File: config.mk
export PLATFORM = sky130hd
export DESIGN_NAME = moving_average_mc_flat
export DESIGN_NICKNAME = d
export VERILOG_FILES = /design/src/rtl/moving_average_mc_if.sv /design/src/rtl/moving_average_mc.sv /design/src/flat_wrapper.sv
export SDC_FILE = /design/constraint.sdc
export NUM_CORES = 2
export LEC_CHECK = 0
export ABC_AREA = 1
export CAP_MARGIN = 15
export CORE_MARGIN = 2
export CORE_UTILIZATION = 55
export CTS_CLUSTER_SIZE = 40
export DETAILED_ROUTE_END_ITERATION = 10
export GPL_ROUTABILITY_DRIVEN = 0
export HOLD_SLACK_MARGIN = 0.02
export PLACE_DENSITY = 0.74
export SYNTH_ARGS = -nofsm -noshare
export SYNTH_HDL_FRONTEND = slang
export SYNTH_SLANG_ARGS = --single-unit
File: constraint.sdc
create_clock -name clk_i -period 54 [get_ports clk_i]
set_input_delay 10.8 -clock clk_i [delete_from_list [all_inputs] [get_ports clk_i]]
set_output_delay 10.8 -clock clk_i [all_outputs]
set_load 0.05 [all_outputs]
File: src/rtl/moving_average_mc_if.sv
// Sample-tick / data bus of the multi-channel moving-average filter.
// The master drives samples and configuration; the slave returns filtered results.
interface moving_average_mc_if #(
   parameter int DWIDTH         = 16,
   parameter int CHANNELS       = 2,
   parameter int MAX_DEPTH_LOG2 = 5
);
   localparam int KW = $clog2(MAX_DEPTH_LOG2 + 1);

   logic                         sample_tick_i;
   logic                         enable_i;
   logic [KW-1:0]                depth_log2_i;
   logic [CHANNELS*DWIDTH-1:0]   data_i;
   logic [CHANNELS*DWIDTH-1:0]   data_o;
   logic                         data_valid_o;
   logic                         overrun_o;

   modport master (
      output sample_tick_i, enable_i, depth_log2_i, data_i,
      input  data_o, data_valid_o, overrun_o
   );

   modport slave (
      input  sample_tick_i, enable_i, depth_log2_i, data_i,
      output data_o, data_valid_o, overrun_o
   );
endinterface

File: src/rtl/moving_average_mc.sv
// Multi-channel moving-average filter: per-channel circular history plus a recursive
// running sum, one channel per cycle over a shared adder, rounded power-of-two mean.
module moving_average_mc #(
   parameter int DWIDTH         = 16,
   parameter int CHANNELS       = 2,
   parameter int MAX_DEPTH_LOG2 = 5
) (
   input  logic               clk_i,
   input  logic               rst_i,
   moving_average_mc_if.slave bus
);
   localparam int DEPTH = 1 << MAX_DEPTH_LOG2;
   localparam int SW    = DWIDTH + MAX_DEPTH_LOG2;
   localparam int KW    = $clog2(MAX_DEPTH_LOG2 + 1);
   localparam int FW    = MAX_DEPTH_LOG2 + 1;
   localparam int CW    = (CHANNELS > 1) ? $clog2(CHANNELS) : 1;
   localparam int W     = CHANNELS * DWIDTH;

   typedef enum logic [1:0] {ST_IDLE, ST_CALC, ST_DONE} state_t;

   state_t                     state_q, state_d;
   logic [CW-1:0]              ch_q;
   logic [W-1:0]               lat_data_q;
   logic                       lat_en_q;
   logic [KW-1:0]              cur_k_q;
   logic [MAX_DEPTH_LOG2-1:0]  wptr_q;
   logic [FW-1:0]              fill_q;
   logic signed [SW-1:0]       sum_q  [CHANNELS];
   logic signed [DWIDTH-1:0]   hist_q [CHANNELS][DEPTH];
   logic [DWIDTH-1:0]          res_q  [CHANNELS];
   logic [W-1:0]               data_o_q;
   logic                       overrun_q;

   logic [KW-1:0]              k_req;
   logic                       last_ch;
   logic [FW-1:0]              win_len;
   logic [MAX_DEPTH_LOG2-1:0]  rd_idx;
   logic signed [DWIDTH-1:0]   new_s, oldest;
   logic signed [SW-1:0]       sum_new;
   logic [SW:0]                bias;
   logic signed [SW:0]         rounded;
   logic [DWIDTH-1:0]          mean;
   logic [W-1:0]               data_o_d;

   assign k_req   = (bus.depth_log2_i > KW'(MAX_DEPTH_LOG2)) ? KW'(MAX_DEPTH_LOG2) : bus.depth_log2_i;
   assign last_ch = (ch_q == CW'(CHANNELS - 1));

   // State register.
   always_ff @(posedge clk_i or posedge rst_i) begin
      if (rst_i) state_q <= ST_IDLE;
      else       state_q <= state_d;
   end

   // Next-state logic.
   always_comb begin
      // NOTE: every combinational output gets a default first so no path infers a latch.
      state_d = state_q;
      case (state_q)
         ST_IDLE: if (bus.sample_tick_i) state_d = ST_CALC;
         ST_CALC: if (last_ch)           state_d = ST_DONE;
         ST_DONE:                        state_d = ST_IDLE;
         default:                        state_d = ST_IDLE;
      endcase
   end

   // Output logic: the valid pulse is the DONE state itself.
   always_comb begin
      bus.data_o       = data_o_q;
      bus.data_valid_o = (state_q == ST_DONE);
      bus.overrun_o    = overrun_q;
   end

   // Shared channel datapath; oldest sample only leaves the sum once the window is full.
   always_comb begin
      win_len  = FW'(1) << cur_k_q;
      rd_idx   = wptr_q - win_len[MAX_DEPTH_LOG2-1:0];
      new_s    = lat_data_q[ch_q*DWIDTH +: DWIDTH];
      oldest   = (fill_q >= win_len) ? hist_q[ch_q][rd_idx] : '0;
      sum_new  = sum_q[ch_q] + SW'(new_s) - SW'(oldest);
      bias     = (cur_k_q == '0) ? '0 : ((SW+1)'(1) << (cur_k_q - 1'b1));
      rounded  = (SW+1)'(sum_new) + signed'(bias);
      mean     = DWIDTH'(rounded >>> cur_k_q);
      data_o_d = '0;
      for (int c = 0; c < CHANNELS; c++)
         data_o_d[c*DWIDTH +: DWIDTH] = (ch_q == CW'(c)) ? mean : res_q[c];
   end

   always_ff @(posedge clk_i or posedge rst_i) begin
      if (rst_i) begin
         // NOTE: history must read as zero after reset, so it lives in resettable flops, not RAM.
         for (int c = 0; c < CHANNELS; c++) begin
            sum_q[c] <= '0;
            res_q[c] <= '0;
            for (int i = 0; i < DEPTH; i++) hist_q[c][i] <= '0;
         end
         ch_q       <= '0;
         lat_data_q <= '0;
         lat_en_q   <= 1'b0;
         cur_k_q    <= '0;
         wptr_q     <= '0;
         fill_q     <= '0;
         data_o_q   <= '0;
         overrun_q  <= 1'b0;
      end else begin
         // NOTE: sequential state uses non-blocking assignment so all flops update from pre-edge values.
         if (bus.sample_tick_i && state_q != ST_IDLE) overrun_q <= 1'b1;
         case (state_q)
            ST_IDLE: if (bus.sample_tick_i) begin
               lat_data_q <= bus.data_i;
               lat_en_q   <= bus.enable_i;
               ch_q       <= '0;
               // A new window length restarts the averages; history and pointer survive.
               if (k_req != cur_k_q) begin
                  cur_k_q <= k_req;
                  fill_q  <= '0;
                  for (int c = 0; c < CHANNELS; c++) sum_q[c] <= '0;
               end
            end
            ST_CALC: begin
               sum_q[ch_q]          <= sum_new;
               hist_q[ch_q][wptr_q] <= new_s;
               res_q[ch_q]          <= mean;
               ch_q                 <= ch_q + 1'b1;
               if (last_ch) data_o_q <= lat_en_q ? data_o_d : lat_data_q;
            end
            ST_DONE: begin
               wptr_q <= wptr_q + 1'b1;
               if (fill_q != FW'(DEPTH)) fill_q <= fill_q + 1'b1;
            end
            default: ;
         endcase
      end
   end
endmodule

File: src/flat_wrapper.sv
// flat-port wrapper written by rule: the top's interface ports become plain ports
module moving_average_mc_flat 
#(
   parameter int DWIDTH         = 16,
   parameter int CHANNELS       = 2,
   parameter int MAX_DEPTH_LOG2 = 5
)
  (clk_i, rst_i, bus_sample_tick_i, bus_enable_i, bus_depth_log2_i, bus_data_i, bus_data_o, bus_data_valid_o, bus_overrun_o);
  moving_average_mc_if #(.DWIDTH(DWIDTH), .CHANNELS(CHANNELS), .MAX_DEPTH_LOG2(MAX_DEPTH_LOG2)) bus_i ();
  input  logic clk_i;
  input  logic rst_i;
  input wire logic [$bits(bus_i.sample_tick_i)-1:0] bus_sample_tick_i;
  input wire logic [$bits(bus_i.enable_i)-1:0] bus_enable_i;
  input wire logic [$bits(bus_i.depth_log2_i)-1:0] bus_depth_log2_i;
  input wire logic [$bits(bus_i.data_i)-1:0] bus_data_i;
  output wire logic [$bits(bus_i.data_o)-1:0] bus_data_o;
  output wire logic [$bits(bus_i.data_valid_o)-1:0] bus_data_valid_o;
  output wire logic [$bits(bus_i.overrun_o)-1:0] bus_overrun_o;
  assign bus_i.sample_tick_i = bus_sample_tick_i;
  assign bus_i.enable_i = bus_enable_i;
  assign bus_i.depth_log2_i = bus_depth_log2_i;
  assign bus_i.data_i = bus_data_i;
  assign bus_data_o = bus_i.data_o;
  assign bus_data_valid_o = bus_i.data_valid_o;
  assign bus_overrun_o = bus_i.overrun_o;
  moving_average_mc #(.DWIDTH(DWIDTH), .CHANNELS(CHANNELS), .MAX_DEPTH_LOG2(MAX_DEPTH_LOG2)) u_core (.clk_i(clk_i), .rst_i(rst_i), .bus(bus_i));
endmodule
== After elaboration in Yosys (flattened, before gate mapping) ==
Cells that the tools add are included.
Cells by class
  reduce and logical (&&, ||, !) cells: 15
  shifts and indexed selects: 4
  bitwise gates (word level): 3
  muxes and demuxes: 36
  order comparisons: 7
  $add $sub $neg: 8
  equality and inequality tests: 8
Operator list (count)
  512-bit two-way mux: 4
  1024-bit bitwise mux: 1
  512-bit demux with 1-bit select: 1
  21-bit two-way mux: 4
  42-bit two-way mux: 2
  42-bit one-hot mux with 2 select lines: 1
  16-bit binary-select mux with 5-bit select: 1
  16-bit demux with 5-bit select: 1
  16-bit two-way mux: 5
  42-bit bitwise mux: 1
  32-bit bitwise mux: 1
  32-bit two-way mux: 1
  32-bit by 6-bit indexed part select with 16-bit output: 1
  21-bit by 22-bit adder with 22-bit output: 1
  22-bit two-way mux: 1
  1-bit by 3-bit << shifter with 22-bit output, first input constant: 1
  22-bit by 3-bit >>> shifter with 16-bit output: 1
  21-bit by 16-bit adder with 21-bit output: 1
  21-bit demux with 1-bit select: 1
  21-bit by 16-bit subtractor with 21-bit output: 1
  6-bit two-way mux: 3
  16-bit demux with 1-bit select: 1
  6-bit greater-or-equal comparator, second input constant: 2
  5-bit inverter with 6-bit output: 2
  other kinds (31): 42
Word-level totals
  register bits: 1181
  bits of input ports: 39
  output and inout bits: 34

== Logic depth before layout (Yosys ltp) ==
  word-level depth: 12
  gate-level depth with buffers: 45
  depth with buffers taken out: 43

== Least setup slack after synthesis ==
OpenSTA, ideal clock, no wires.
  path type: input port to flip-flop
  start: in bus_depth_log2_i[2]
  end: reg u_core.sum_q[10] in the netlist's numbering
  required time: 53862 ps
  arrival: 11917 ps
  path slack: 41945 ps
  stages on the path: 7
  library setup time: 138 ps
  cell sequence: a21o_1 -> xor2_1 -> nand4_1 -> o21ai_0 -> nor2_1 -> clkbuf_1 -> o22ai_1
Between the ends
  longest elaborated chain between the ends: 5
RTL lines
  from (decl): line flat_wrapper.sv:14  | input wire logic [$bits(bus_i.depth_log2_i)-1:0] bus_depth_log2_i;
  3-bit > comparator: line moving_average_mc.sv:45  | assign k_req = (bus.depth_log2_i > KW'(MAX_DEPTH_LOG2)) ? KW'(MAX_DEPTH_LOG2) : bus.depth_log2_i;
  3-bit two-way mux *: line moving_average_mc.sv:45
  3-bit != test *: line moving_average_mc.sv:113  | if (k_req != cur_k_q) begin
  2-bit by 1-bit != test with 1-bit output (no line) *
  3-bit AND reduction (no line) *
  to (signal, indexed assignment): line moving_average_mc.sv:120  | sum_q[ch_q] <= sum_new;
  to (decl): line moving_average_mc.sv:28  | logic signed [SW-1:0] sum_q [CHANNELS];
Every way passes the cells marked *; elsewhere a longest branch is shown, timed or not.
A chain may end at the register's enable or synchronous reset.

==> summary.md <==
| Metric | Value |
|---|---|
| Status | `finished clean` |
| Worst relative slew slack | `between 10 and 15%` |
| Syn Area/Cell | `8.12 um^2` |
| Drt total wl | `approximately 170000 um` |
| Die Height | `325 um` |
| Top cell type's share of synthesized area | `about half` |
| Setup crit start kind | `input pin` |
| Number of cell rows | `approximately 120` |
| Post-layout min period | `around 15 ns` |
| Final Skew | `roughly 0.044 ns` |
| Ratio of cells with drive above 1 in the final layout | `under 10%` |
| Hold Buf Count CTS | `0` |
| Commonest non-fill, non-tap cell in the layout | `nand2_1` |
| Port Buf Inserts | `72` |
| CP Capture Type | `async pin` |
| Critical-path maximum fanout | `between 150 and 200` |
| Library cells used by synthesis | `59` |
| Die W | `325 um` |
| Critical path cell sequence | `clkdlybuf4s50_1, inv_8, buf_12, buf_4, buf_4, buf_4` |
| CP max stage cell | `buf_4` |
| Io pins | `73` |
| Routed len/inst | `between 20 and 25 um` |
| Min-Delay Path Class | `reg2reg` |
| Worst-Margin Slew | `approximately 1.3 ns` |
| TritonCTS buffer count | `about 120` |
| Synth Instances | `6969` |
| Largest cells by area after synthesis | `dfrtp_1 (52%), nand2_1 (11%), o21ai_0 (8.8%), o211ai_1 (4.6%), a21oi_1 (3.8%)` |
| Commonest non-fill, non-tap cells in the layout | `nand2_1 (1653), dfrtp_1 (1164), o21ai_0 (989), inv_1 (529), nor2_1 (500)` |
| WP data arrival | `about 15 ns` |
| Setup TNS Final | `0 ns` |
| GR Overflow Total | `0` |
| CTS tree | `yes` |
| First-pass GRT wire length | `about 270000 um` |
| Drc violations | `0` |
| Worst EP required | `approximately 55 ns` |
| Worst-case clock buffer depth | `3` |
| Clock Tree Root | `clkbuf_16` |
| Register area | `about 0.03 mm^2` |
| Layout Area Growth over Synthesis | `10.2%` |
| Largest net degree at the start of global routing | `around 200` |
| Initial antenna violation count | `3` |
| Hold Vio Cnt, Final | `0` |
| CTS clk-pin slew, worst paths | `0.06 ns` |
| Post-cts resize count | `0` |
| Yosys warnings | `0` |
| Slew Limit Fails | `0` |
| Clock Sinks | `1165` |
| Worst path max stage delay | `approximately 0.87 ns` |
| Mapped cell area | `around 0.057 mm^2` |
| Postcts setup bufs | `0` |
| # setup viols final | `0` |
| Drt first pass iters | `8` |
| Clk_lat worst skew | `around 0.74 ns` |
| Period utilisation layout | `26.9%` |
| Nets | `about 7000` |
| Die area | `between 0.1 and 0.15 mm^2` |
| Register area share after synthesis | `51.5%` |
| Asr flop ratio synth | `100%` |
| Initial DRC Count | `~5700` |
| Routed Antenna Nets | `0` |
| Unrepaired setup endpoints after global routing | `false` |
| Total number of vias | `a little under 50000` |
| Post-synth EDFFs | `0` |
| Synth area leader | `dfrtp_1` |
| Vias in the first global route | `between 40000 and 50000` |
| Maxcap violations | `0` |
| Cell mode on critical path | `buf_4` |
| Worst Path Buf+Inv | `6` |
| Filler cell count | `between 8000 and 9000` |
| CP delay by family, top | `buffers and inverters` |
| H-tree levels | `3` |
| Syn Nets | `between 7000 and 8000` |
| Multi-input gate area | `between 0.02 and 0.025 mm^2` |
| CP Class | `in2async` |
| Total Routing Usage GR | `about a third` |
| Flops & latches, synth | `between 1000 and 1500` |
| DP Wirelength | `roughly 100000 um` |
| Effective utilization at floorplan | `around 56%` |
| Core Region | `0.102 mm^2` |
| Max Freq | `68.8 MHz` |
| Main synth FF type | `dfrtp_1` |
| Drt via density | `roughly 6` |
-- registers in the layout (all words and copies together) (netlist names) --
name and count:
u_core.res_q 16, u_core.ch_q 1, u_core.cur_k_q 3, u_core.bus.data_o 32, u_core.wptr_q 5, u_core.lat_en_q 1
u_core.state_q 2, u_core.lat_data_q 32, u_core.hist_q 1024, u_core.sum_q 42, u_core.fill_q 6, u_core.bus.overrun_o 1
-- tightest hold or removal path, cell delays in order, from the launching register on --
cell and delay (ns):
dfrtp_1 0.34, nand2_1 0.05, o21ai_0 0.06
-- stage by stage --
step	cells	area, um^2	worst slack (ns)	hold WS, ns	utilization, %
finish	8200	62400	39.46	0.478	61.2
floorplan	6969	56600	10.39	0.444	-
global route	8200	62400	38.82	0.498	61.2
CTS	8190	62100	39.28	0.480	61.0
global placement	7972	58200	38.53	0.458	57.1
detailed placement	7973	58200	38.54	0.465	57.1
-- worst paths after layout --
check | slack (ns) | depth (start not counted) | end | start
setup / recovery | 39.46 | 6 | u_core.ch_q$_DFFE_PP0P_ | rst_i
hold / removal | 0.48 | 2 | u_core.hist_q[518]$_DFFE_PP0P_ | u_core.hist_q[518]$_DFFE_PP0P_
setup reg to reg | 43.81 | 38 | u_core.bus.data_o[26]$_DFFE_PP0P_ | u_core.cur_k_q[2]$_DFFE_PP0P_
hold reg to reg | 0.48 | 2 | u_core.hist_q[518]$_DFFE_PP0P_ | u_core.hist_q[518]$_DFFE_PP0P_
max in group clk_i | 40.78 | 4 | bus_data_valid_o | u_core.state_q[0]$_DFFE_PP0P_
min in group asynchronous | 10.58 | 2 | u_core.hist_q[1021]$_DFFE_PP0P_ | rst_i
-- per-layer routing --
metal / wire, um / GRT usage [%]
met1: 69500 / 43.7
met2: 76500 / 49.3
met3: 16800 / 7.53
met4: 10400 / 18.4
met5: 26 / 0
-- cell type report --
class / count / share of cell area [%]
multi-input cells: 4694 / 37.7
inverters: 546 / 3.32
flip-flops and latches: 1165 / 46.8
well taps: 1368 / 2.74
clock inverters: 33 / 0.634
repair buffers: 209 / 3.10
clock buffers: 184 / 5.76
diodes: 1 / 0.00401
-- synthesized netlist by cell type (all sizes together) (19+ instances only) --
library cell,number
nand2,1664
o21ai,1016
o311ai,45
clkbuf,431
xor2,21
a21oi,427
nor2,540
mux2i,31
dfrtp,1165
o22ai,21
fa,22
buf,133
ha,43
o211ai,345
nand4,19
inv,539
nand3,388
-- cell families (layout without fill, tap and decap cells) --
group | count (synthesis) | count (layout) | synth area share (%)
compound gates | 1918 | 1918 | 19.2
xor+xnor | 26 | 26 | 0.469
fa+ha+maj | 65 | 65 | 1.73
buf+inv | 1110 | 972 | 7.63
flops | 1165 | 1165 | 51.5
mux | 32 | 32 | 0.568
other cells | 1 | 2 | 0.00662
simple gates | 2652 | 2652 | 18.8
Power is not shown: default switching activity piles up to over one toggle a cycle in this logic, so the estimate is an artifact.
